File: config.mk
export PLATFORM = sky130hd
export DESIGN_NAME = mm_job_arbiter_flat
export DESIGN_NICKNAME = d
export VERILOG_FILES = /design/src/rtl/mm_job_arbiter_if.sv /design/src/rtl/mm_job_arbiter.sv /design/src/flat_wrapper.sv
export SDC_FILE = /design/constraint.sdc
export NUM_CORES = 1
export LEC_CHECK = 0
export ABC_AREA = 1
export CORE_ASPECT_RATIO = 1.5
export CORE_MARGIN = 2
export CORE_UTILIZATION = 30
export DETAILED_ROUTE_END_ITERATION = 7
export PLACE_DENSITY = 0.66
export SYNTH_ARGS = -nofsm -noshare
export SYNTH_HDL_FRONTEND = slang
export SYNTH_SLANG_ARGS = --single-unit
File: constraint.sdc
create_clock -name clk -period 4.15 [get_ports clk]
set_input_delay 1.245 -clock clk [delete_from_list [all_inputs] [get_ports clk]]
set_output_delay 1.245 -clock clk [all_outputs]
set_load 0.01 [all_outputs]
File: src/rtl/mm_job_arbiter_if.sv
// rtl/mm_job_arbiter_if.sv - requester and multiply-unit handshake bundle for mm_job_arbiter
`timescale 1ns/1ps
interface mm_job_arbiter_if #(
  parameter int NREQ = 4,
  parameter int AW   = 32
) ();
  logic [NREQ-1:0]         req_valid;
  logic [NREQ-1:0]         req_ready;
  logic [NREQ*AW-1:0]      req_addr;
  logic [NREQ-1:0]         req_mode;
  logic [NREQ-1:0]         rsp_done;
  logic [NREQ-1:0]         rsp_err;
  logic                    mm_start;
  logic [AW-1:0]           mm_addr;
  logic                    mm_mode;
  logic                    mm_done;
  logic                    busy;
  logic [$clog2(NREQ)-1:0] owner;

  modport slave (
    input  req_valid, req_addr, req_mode, mm_done,
    output req_ready, rsp_done, rsp_err, mm_start, mm_addr, mm_mode, busy, owner
  );

  modport master (
    output req_valid, req_addr, req_mode, mm_done,
    input  req_ready, rsp_done, rsp_err, mm_start, mm_addr, mm_mode, busy, owner
  );
endinterface

File: src/rtl/mm_job_arbiter.sv
// rtl/mm_job_arbiter.sv - round-robin job arbiter for the shared 3x3 systolic multiply unit
`timescale 1ns/1ps
module mm_job_arbiter #(
  parameter int NREQ    = 4,
  parameter int AW      = 32,
  parameter int TIMEOUT = 1023
) (
  input  logic            clk,
  input  logic            rst,
  mm_job_arbiter_if.slave bus
);
  localparam int IW = $clog2(NREQ);
  localparam int CW = $clog2(TIMEOUT + 1);
  localparam logic [IW-1:0] LAST_IDX = IW'(NREQ - 1);
  localparam logic [CW-1:0] CNT_MAX  = CW'(TIMEOUT);

  typedef enum logic [1:0] {S_IDLE, S_ISSUE, S_WAIT, S_DRAIN} state_t;

  state_t            state_q, state_d;
  logic [IW-1:0]     last_grant_q, last_grant_d;
  logic [IW-1:0]     owner_q, owner_d;
  logic [AW-1:0]     addr_q, addr_d;
  logic              mode_q, mode_d;
  logic [CW-1:0]     cnt_q, cnt_d;
  logic [NREQ-1:0]   rsp_done_q, rsp_done_d;
  logic [NREQ-1:0]   rsp_err_q, rsp_err_d;

  logic [IW-1:0]     grant, cand;
  logic              any_valid;
  logic [NREQ-1:0]   ready;
  logic [CW-1:0]     cnt_inc;

  function automatic logic [NREQ-1:0] onehot(input logic [IW-1:0] idx);
    onehot = '0;
    onehot[idx] = 1'b1;
  endfunction

  // Search starts one past the last winner and wraps, so every requester waits at most NREQ-1 jobs.
  always_comb begin
    grant     = '0;
    cand      = last_grant_q;
    any_valid = 1'b0;
    for (int k = 0; k < NREQ; k++) begin
      cand = (cand == LAST_IDX) ? '0 : cand + 1'b1;
      if (!any_valid && bus.req_valid[cand]) begin
        grant     = cand;
        any_valid = 1'b1;
      end
    end
  end

  // cnt_q counts completed WAIT cycles; cnt_inc includes the current one.
  assign cnt_inc = (cnt_q == CNT_MAX) ? cnt_q : cnt_q + 1'b1;

  always_comb begin
    state_d      = state_q;
    last_grant_d = last_grant_q;
    owner_d      = owner_q;
    addr_d       = addr_q;
    mode_d       = mode_q;
    cnt_d        = cnt_q;
    rsp_done_d   = '0;
    rsp_err_d    = '0;
    ready        = '0;
    case (state_q)
      S_IDLE: begin
        if (any_valid) begin
          ready        = onehot(grant);
          addr_d       = bus.req_addr[grant*AW +: AW];
          mode_d       = bus.req_mode[grant];
          owner_d      = grant;
          last_grant_d = grant;
          state_d      = S_ISSUE;
        end
      end
      S_ISSUE: begin
        cnt_d   = '0;
        state_d = S_WAIT;
      end
      S_WAIT: begin
        cnt_d = cnt_inc;
        // Completion takes precedence over a timeout landing on the same cycle.
        if (bus.mm_done) begin
          rsp_done_d = onehot(owner_q);
          state_d    = S_DRAIN;
        end else if (cnt_inc == CNT_MAX) begin
          rsp_done_d = onehot(owner_q);
          rsp_err_d  = onehot(owner_q);
          state_d    = S_DRAIN;
        end
      end
      S_DRAIN: begin
        if (!bus.mm_done) state_d = S_IDLE;
      end
      default: state_d = S_IDLE;
    endcase
  end

  always_ff @(posedge clk) begin
    if (rst) begin
      state_q      <= S_IDLE;
      last_grant_q <= LAST_IDX;
      owner_q      <= '0;
      addr_q       <= '0;
      mode_q       <= 1'b0;
      cnt_q        <= '0;
      rsp_done_q   <= '0;
      rsp_err_q    <= '0;
    end else begin
      state_q      <= state_d;
      last_grant_q <= last_grant_d;
      owner_q      <= owner_d;
      addr_q       <= addr_d;
      mode_q       <= mode_d;
      cnt_q        <= cnt_d;
      rsp_done_q   <= rsp_done_d;
      rsp_err_q    <= rsp_err_d;
    end
  end

  assign bus.req_ready = ready;
  assign bus.rsp_done  = rsp_done_q;
  assign bus.rsp_err   = rsp_err_q;
  assign bus.mm_start  = (state_q == S_ISSUE);
  assign bus.mm_addr   = addr_q;
  assign bus.mm_mode   = mode_q;
  assign bus.busy      = (state_q != S_IDLE);
  assign bus.owner     = owner_q;
endmodule
File: src/flat_wrapper.sv
// flat-port wrapper written by rule: the top's interface ports become plain ports
module mm_job_arbiter_flat 
#(
  parameter int NREQ    = 4,
  parameter int AW      = 32,
  parameter int TIMEOUT = 1023
)
  (clk, rst, bus_req_valid, bus_req_addr, bus_req_mode, bus_mm_done, bus_req_ready, bus_rsp_done, bus_rsp_err, bus_mm_start, bus_mm_addr, bus_mm_mode, bus_busy, bus_owner);
  mm_job_arbiter_if #(.NREQ(NREQ), .AW(AW)) bus_i ();
  input  logic clk;
  input  logic rst;
  input wire logic [$bits(bus_i.req_valid)-1:0] bus_req_valid;
  input wire logic [$bits(bus_i.req_addr)-1:0] bus_req_addr;
  input wire logic [$bits(bus_i.req_mode)-1:0] bus_req_mode;
  input wire logic [$bits(bus_i.mm_done)-1:0] bus_mm_done;
  output wire logic [$bits(bus_i.req_ready)-1:0] bus_req_ready;
  output wire logic [$bits(bus_i.rsp_done)-1:0] bus_rsp_done;
  output wire logic [$bits(bus_i.rsp_err)-1:0] bus_rsp_err;
  output wire logic [$bits(bus_i.mm_start)-1:0] bus_mm_start;
  output wire logic [$bits(bus_i.mm_addr)-1:0] bus_mm_addr;
  output wire logic [$bits(bus_i.mm_mode)-1:0] bus_mm_mode;
  output wire logic [$bits(bus_i.busy)-1:0] bus_busy;
  output wire logic [$bits(bus_i.owner)-1:0] bus_owner;
  assign bus_i.req_valid = bus_req_valid;
  assign bus_i.req_addr = bus_req_addr;
  assign bus_i.req_mode = bus_req_mode;
  assign bus_i.mm_done = bus_mm_done;
  assign bus_req_ready = bus_i.req_ready;
  assign bus_rsp_done = bus_i.rsp_done;
  assign bus_rsp_err = bus_i.rsp_err;
  assign bus_mm_start = bus_i.mm_start;
  assign bus_mm_addr = bus_i.mm_addr;
  assign bus_mm_mode = bus_i.mm_mode;
  assign bus_busy = bus_i.busy;
  assign bus_owner = bus_i.owner;
  mm_job_arbiter #(.NREQ(NREQ), .AW(AW), .TIMEOUT(TIMEOUT)) u_core (.clk(clk), .rst(rst), .bus(bus_i));
endmodule
* After elaboration in Yosys (flattened, before gate mapping)
Index checks and enable logic that the tools add are counted.
** Word-level totals
- Register bits after elaboration :: 57
- Output and inout bits :: 49
- Word-level logic and storage cells :: 87
** Cells by class
- $add $sub $neg :: 5
- Order comparisons :: 8
- Equality and inequality tests :: 12
- Shift operators :: 1
- Multiplexer cells :: 37
- Bitwise gates (word level) :: 1
- Reduce and logical (&&, ||, !) cells :: 15
** Operators by type and width (count)
- $shiftx 128x8->32 :: 1
- $mux 2 :: 12
- $eq 10x10->1 const B :: 2
- $pmux 10 s2 :: 1
- $lt 2x3->1 const B :: 6
- $mux 4 :: 4
- $eq 2x2->1 const B :: 6
- $mux 1 :: 11
- $add 10x1->10 const B :: 1
- $bmux 1 s2 :: 5
- $mux 10 :: 1
- $add 2x1->2 const B :: 4
- $pmux 2 s4 :: 1
- $logic_and 1x1->1 :: 5
- $demux 1 s2 :: 2
- $ge 2x1->1 const B :: 2
- $reduce_bool 2->1 :: 2
- $logic_not 1->1 :: 3
- $ne 3x2->1 const B :: 1
- $reduce_and 3->1 :: 1
- $reduce_or 3->1 :: 1
- $eq 2x1->1 const B :: 1
- $logic_not 2->1 :: 1
- $ne 2x1->1 const B :: 1
- other kinds (4) :: 4

* Logic depth before layout (Yosys ltp)
Gate-level depths: netlist of the first run.
- Depth after elaboration :: 20
- Depth in mapped cells :: 19
- Mapped depth without buffers :: 17

* Worst setup path before layout of the first run
No wires, ideal clock.
- Kind :: input to output
- Start point :: in bus_req_valid[1]
- End point :: out bus_req_ready[0]
- Data arrival time :: 2.543 ns
- Required time :: 2.905 ns
- Path slack :: 0.362 ns
- Stages :: 12
- Path buffers :: 2
- Cell sequence :: inv_1 > nand2_1 > nand2_1 > nand2_1 > nand2_1 > nand4_2 > nand2_1 > inv_1 > buf_2 > buf_1 > nand2_1 > nor2_1
** Between the ends
- Cells in the longest elaborated chain, start to end :: 18
- Elaborated cells between the ends (all ways) :: 29
- Classes of those cells :: 2 x order compare; 20 x mux; 7 x reduce/logical
** RTL lines
- start, declared :: RTL line flat_wrapper.sv:12 : input wire logic [$bits(bus_i.req_valid)-1:0] bus_req_valid;
- $bmux 1 s2 :: RTL line mm_job_arbiter.sv:45 : if (!any_valid && bus.req_valid[cand]) begin
- $mux 1 (implied by the code) :: RTL line mm_job_arbiter.sv:45
- $mux 1 :: RTL line mm_job_arbiter.sv:45
- $logic_not 1->1 :: RTL line mm_job_arbiter.sv:45
- $logic_and 1x1->1 :: RTL line mm_job_arbiter.sv:45
- $mux 1 :: RTL line mm_job_arbiter.sv:45
- $logic_not 1->1 :: RTL line mm_job_arbiter.sv:45
- $logic_and 1x1->1 :: RTL line mm_job_arbiter.sv:45
- [... 2 more ...]
- $logic_and 1x1->1 :: RTL line mm_job_arbiter.sv:45
- $mux 2 :: RTL line mm_job_arbiter.sv:45
- $lt 2x3->1 (implied by the code) / $ge 2x1->1 (equally long branches) :: RTL line mm_job_arbiter.sv:35 : onehot[idx] = 1'b1;
- $logic_and 1x1->1 (implied by the code) :: RTL line mm_job_arbiter.sv:35
- $mux 1 (implied by the code) :: RTL line mm_job_arbiter.sv:35
- $demux 1 s2
- $mux 4 * :: RTL line mm_job_arbiter.sv:67 : if (any_valid) begin
- $mux 4 * :: RTL line mm_job_arbiter.sv:65 : case (state_q)
- end, declared :: RTL line flat_wrapper.sv:16 : output wire logic [$bits(bus_i.req_ready)-1:0] bus_req_ready;
Every way passes the cells marked *; elsewhere a longest branch is shown, timed or not. The select of a mux whose other input is x is not followed.

* Worst setup path in the final report of the first run
- Start point :: in bus_req_valid[1]
- End point :: out bus_req_ready[2]
The elaborated chain is that of the path after synthesis.

==> summary.txt, run 1 <==
Outcome
  • Status: completed

Route
  • DRC viols: 0
  • Vias: 5271
  • Routed Antenna Nets: 0
  • Vias per inst: 4.452
  • Drt pass-1 iters: 5
  • Wire length per cell: 12.13 um
  • 1st-iter DRT viols: 274
  • Final WL: 14360 um

Synthesis
  • Register area share after synthesis: 0.2609
  • Post-Synthesis Cells: 797
  • Yosys warning total: 0
  • Synthesized cell area: 4373 sq um
  • Synth Net Count: 942
  • Syn avg cell area: 5.487 sq um
  • Synth area leader: dfxtp_1
  • FF+latch count, synth: 57
  • Largest cells by area after synthesis: dfxtp_1, nand3_1, nand2_1
  • Yosys cell types: 29
  • Area share of the largest cell type after synthesis: 0.2609

Worst setup path
  • Worst R2R End: u_core.bus.mm_addr[24]
  • Worst-path fanout max: 4
  • Type of origin of the critical path: input port
  • CP Capture Type: output pin
  • CP Data Required Time: 2.90 ns
  • Critical path class: input port to output pin
  • R2r setup slk: 0.95 ns
  • Reg-to-Reg Start: u_core.last_grant_q[0]
  • R2R depth: 24
  • WP data arrival: 2.53 ns

Die
  • Core Box Area: 14390 sq um
  • Die extent in x: 102.6 um
  • Cell row count: 54
  • Boundary Pins: 188
  • Initial core utilization: 0.3039
  • Die area: 15580 sq um
  • Die H: 151.9 um

Timing
  • Setup Skew: 0.005919 ns
  • Rel. slew slack: 0.4600
  • Min cycle time layout: 3.772 ns
  • Measured slew at the worst slew-check pin: 0.8091 ns
  • Final Setup Violations: 0
  • Final Hold Viols: 0
  • Worst Hold Margin: 0.4981 ns
  • Achievable Freq: 265.1 MHz
  • Sum Neg Setup Slack: 0 ns
  • RSZ-0062 raised after global routing: no
  • Final period utilization: 0.9088
  • Slew Viols, Final: 0

Global routing
  • Largest net degree at the start of global routing: 67
  • First-pass GRT wire length: 23850 um
  • Initial antenna violation count: 1
  • Vias in the first global route: 5083
  • Total GRT Usage: 0.1911
  • Total gr overflow: 0

Power and ir drop
  • Peak VDD IR: 0.5057 mV
  • Pwr Density: 761.1 nW/um^2
  • Leak: 3.656 nW

Clocking
  • Clock transition at path regs: 0.05 ns
  • CTS Buf Count: 9
  • Root buf cell: clkbuf_16
  • H-tree depth: 3
  • Clk_lat worst skew: 0.33 ns
  • Cts hold-fix bufs: 0
  • Clock sink count: 57
  • CTS Buffer Depth: 2
  • CTS tree: yes

Min path
  • Hold_sp: u_core.cnt_q[2]
  • Worst hold path class: flip-flop to flip-flop
  • Worst Hold Path EP: u_core.cnt_q[2]
  • Cell count of the worst hold path: 2

Place
  • Area after DPL: 6411 sq um
  • I/O Buffers: 187
  • Placed cells: 1159
  • HPWL Detailed: 10330 um
  • RePlAce Congestion: 0.8519

Finish
  • Area delta synth->final: 55.65%
  • Layout cells sized above 1: 0.06991
  • Final std cell area, no fill: 6807 sq um
  • Post-layout instance count excluding filler cells: 1184
  • Final core occ: 0.4730
  • Layout Nets: 1127

Run
  • Max cap viols: 0
[placed cells by master (no fill, tap or decap), drive strengths merged, types with 5 or more instances in the layout]
master and n:
clkbuf 10, clkdlybuf4s50 179, dfxtp 57, nand4 7, nand3 182, nor2 60, inv 199, a21oi 14
nand2 219, o21ai 5, ha 6, buf 29
[metal layers]
layer,vias to the layer above,GRT usage,wire [um],share of wire
met1,2325,0.2129,5698,0.40
met2,149,0.3402,7390,0.51
met3,27,0.04186,841,0.059
met4,0,0.08063,433,0.030
met5,-,0,0,0
li1,2770,-,-,-
[critical path, cell delays in order]
cell	delay, ns
dlymetal6s2s_1	0.14
inv_1	0.07
o21ai_0	0.08
nand2_1	0.09
nand2_1	0.07
nand2_2	0.12
nand2_2	0.09
nand2_4	0.09
nor2_4	0.04
nand2_4	0.08
nand2_4	0.06
inv_4	0.06
nand2_2	0.05
nor2_1	0.09
buf_2	0.14
[how the worst max path moves through the flow]
| stage | start | endpoint |
|---|---|---|
| finish | bus_req_valid[1] | bus_req_ready[2] |
| global route | bus_req_valid[1] | bus_req_ready[2] |
| CTS | bus_req_valid[1] | bus_req_ready[0] |
| detailed placement | bus_req_valid[2] | bus_req_ready[0] |
| global placement | bus_req_valid[1] | bus_req_ready[1] |
| floorplan | bus_req_valid[1] | bus_req_ready[0] |
[state kept, by name (all words and copies together) (netlist names)]
name,count
u_core.bus.mm_addr,32
u_core.bus.mm_mode,1
u_core.bus.owner,2
u_core.bus.rsp_done,4
u_core.bus.rsp_err,4
u_core.cnt_q,10
u_core.last_grant_q,2
u_core.state_q,2
[cells in the mapped netlist (all sizes together)]
cell type	n
o21ai	5
o22ai	1
xor2	3
nand4	7
nor4	1
nor2	60
nand3	182
inv	197
clkinv	2
buf	32
a21o	1
dfxtp	57
a22oi	1
ha	6
a21oi	14
o211ai	1
nand2	219
nor3	1
clkbuf	6
xnor2	1
[cells by family (layout without fill, tap and decap cells)]
| kind of cell | Yosys count | after routing | share of synthesized area |
|---|---|---|---|
| and+or+nand+nor | 470 | 470 | 0.4670 |
| AOI/OAI and AO/OA | 23 | 23 | 0.02833 |
| DFF | 57 | 57 | 0.2609 |
| buffers and inverters | 237 | 427 | 0.2186 |
| xor gates and xnor gates | 4 | 4 | 0.008013 |
| other | 0 | 1 | 0 |
| adders and majority gates | 6 | 6 | 0.01717 |
[power breakdown]
group | internal (W) | leakage, nW | switching [W] | total (W)
sequential | 0.000703 | 0.469 | 0.0000874 | 0.000790
clock | 0.000420 | 0.135 | 0.000279 | 0.000700
combinational | 0.00144 | 3.05 | 0.00225 | 0.00369
[cell type report]
class	count	area, sq um
fill	1498	7585
multi-input combinational	503	2337
timing repair buffer	212	2049
sequential	57	1141
inverter	199	749.5
tap	196	245.2
clock buffer	10	239.0
clock inverter	6	42.54
antenna	1	2.502
[per-stage QoR]
| step | power, W | worst slack (ns) |
|---|---|---|
| final | 0.005180 | 0.3783 |
| after floorplan | 0.003214 | 0.3621 |
| after detailed placement | 0.004274 | -0.3772 |
| after global routing | 0.005686 | 0.2507 |
| after CTS | 0.005090 | 0.04245 |
| after global placement | 0.004270 | -0.3694 |
[timing repair]
action | 4_1_cts | 5_1_grt
resized for setup | 18 | 23
endpoints found under the setup margin | 4 | 4
setup buffers | 7 | 1
pin swaps | 1 | 12
Power figures use the tool's default switching activity.
==> run 2, diff against run 1 <==
GPL_TIMING_DRIVEN = 1   (was unset)
==> results of run 2 <==
The final DEF is identical to that of run 1; final timing and power are the same.
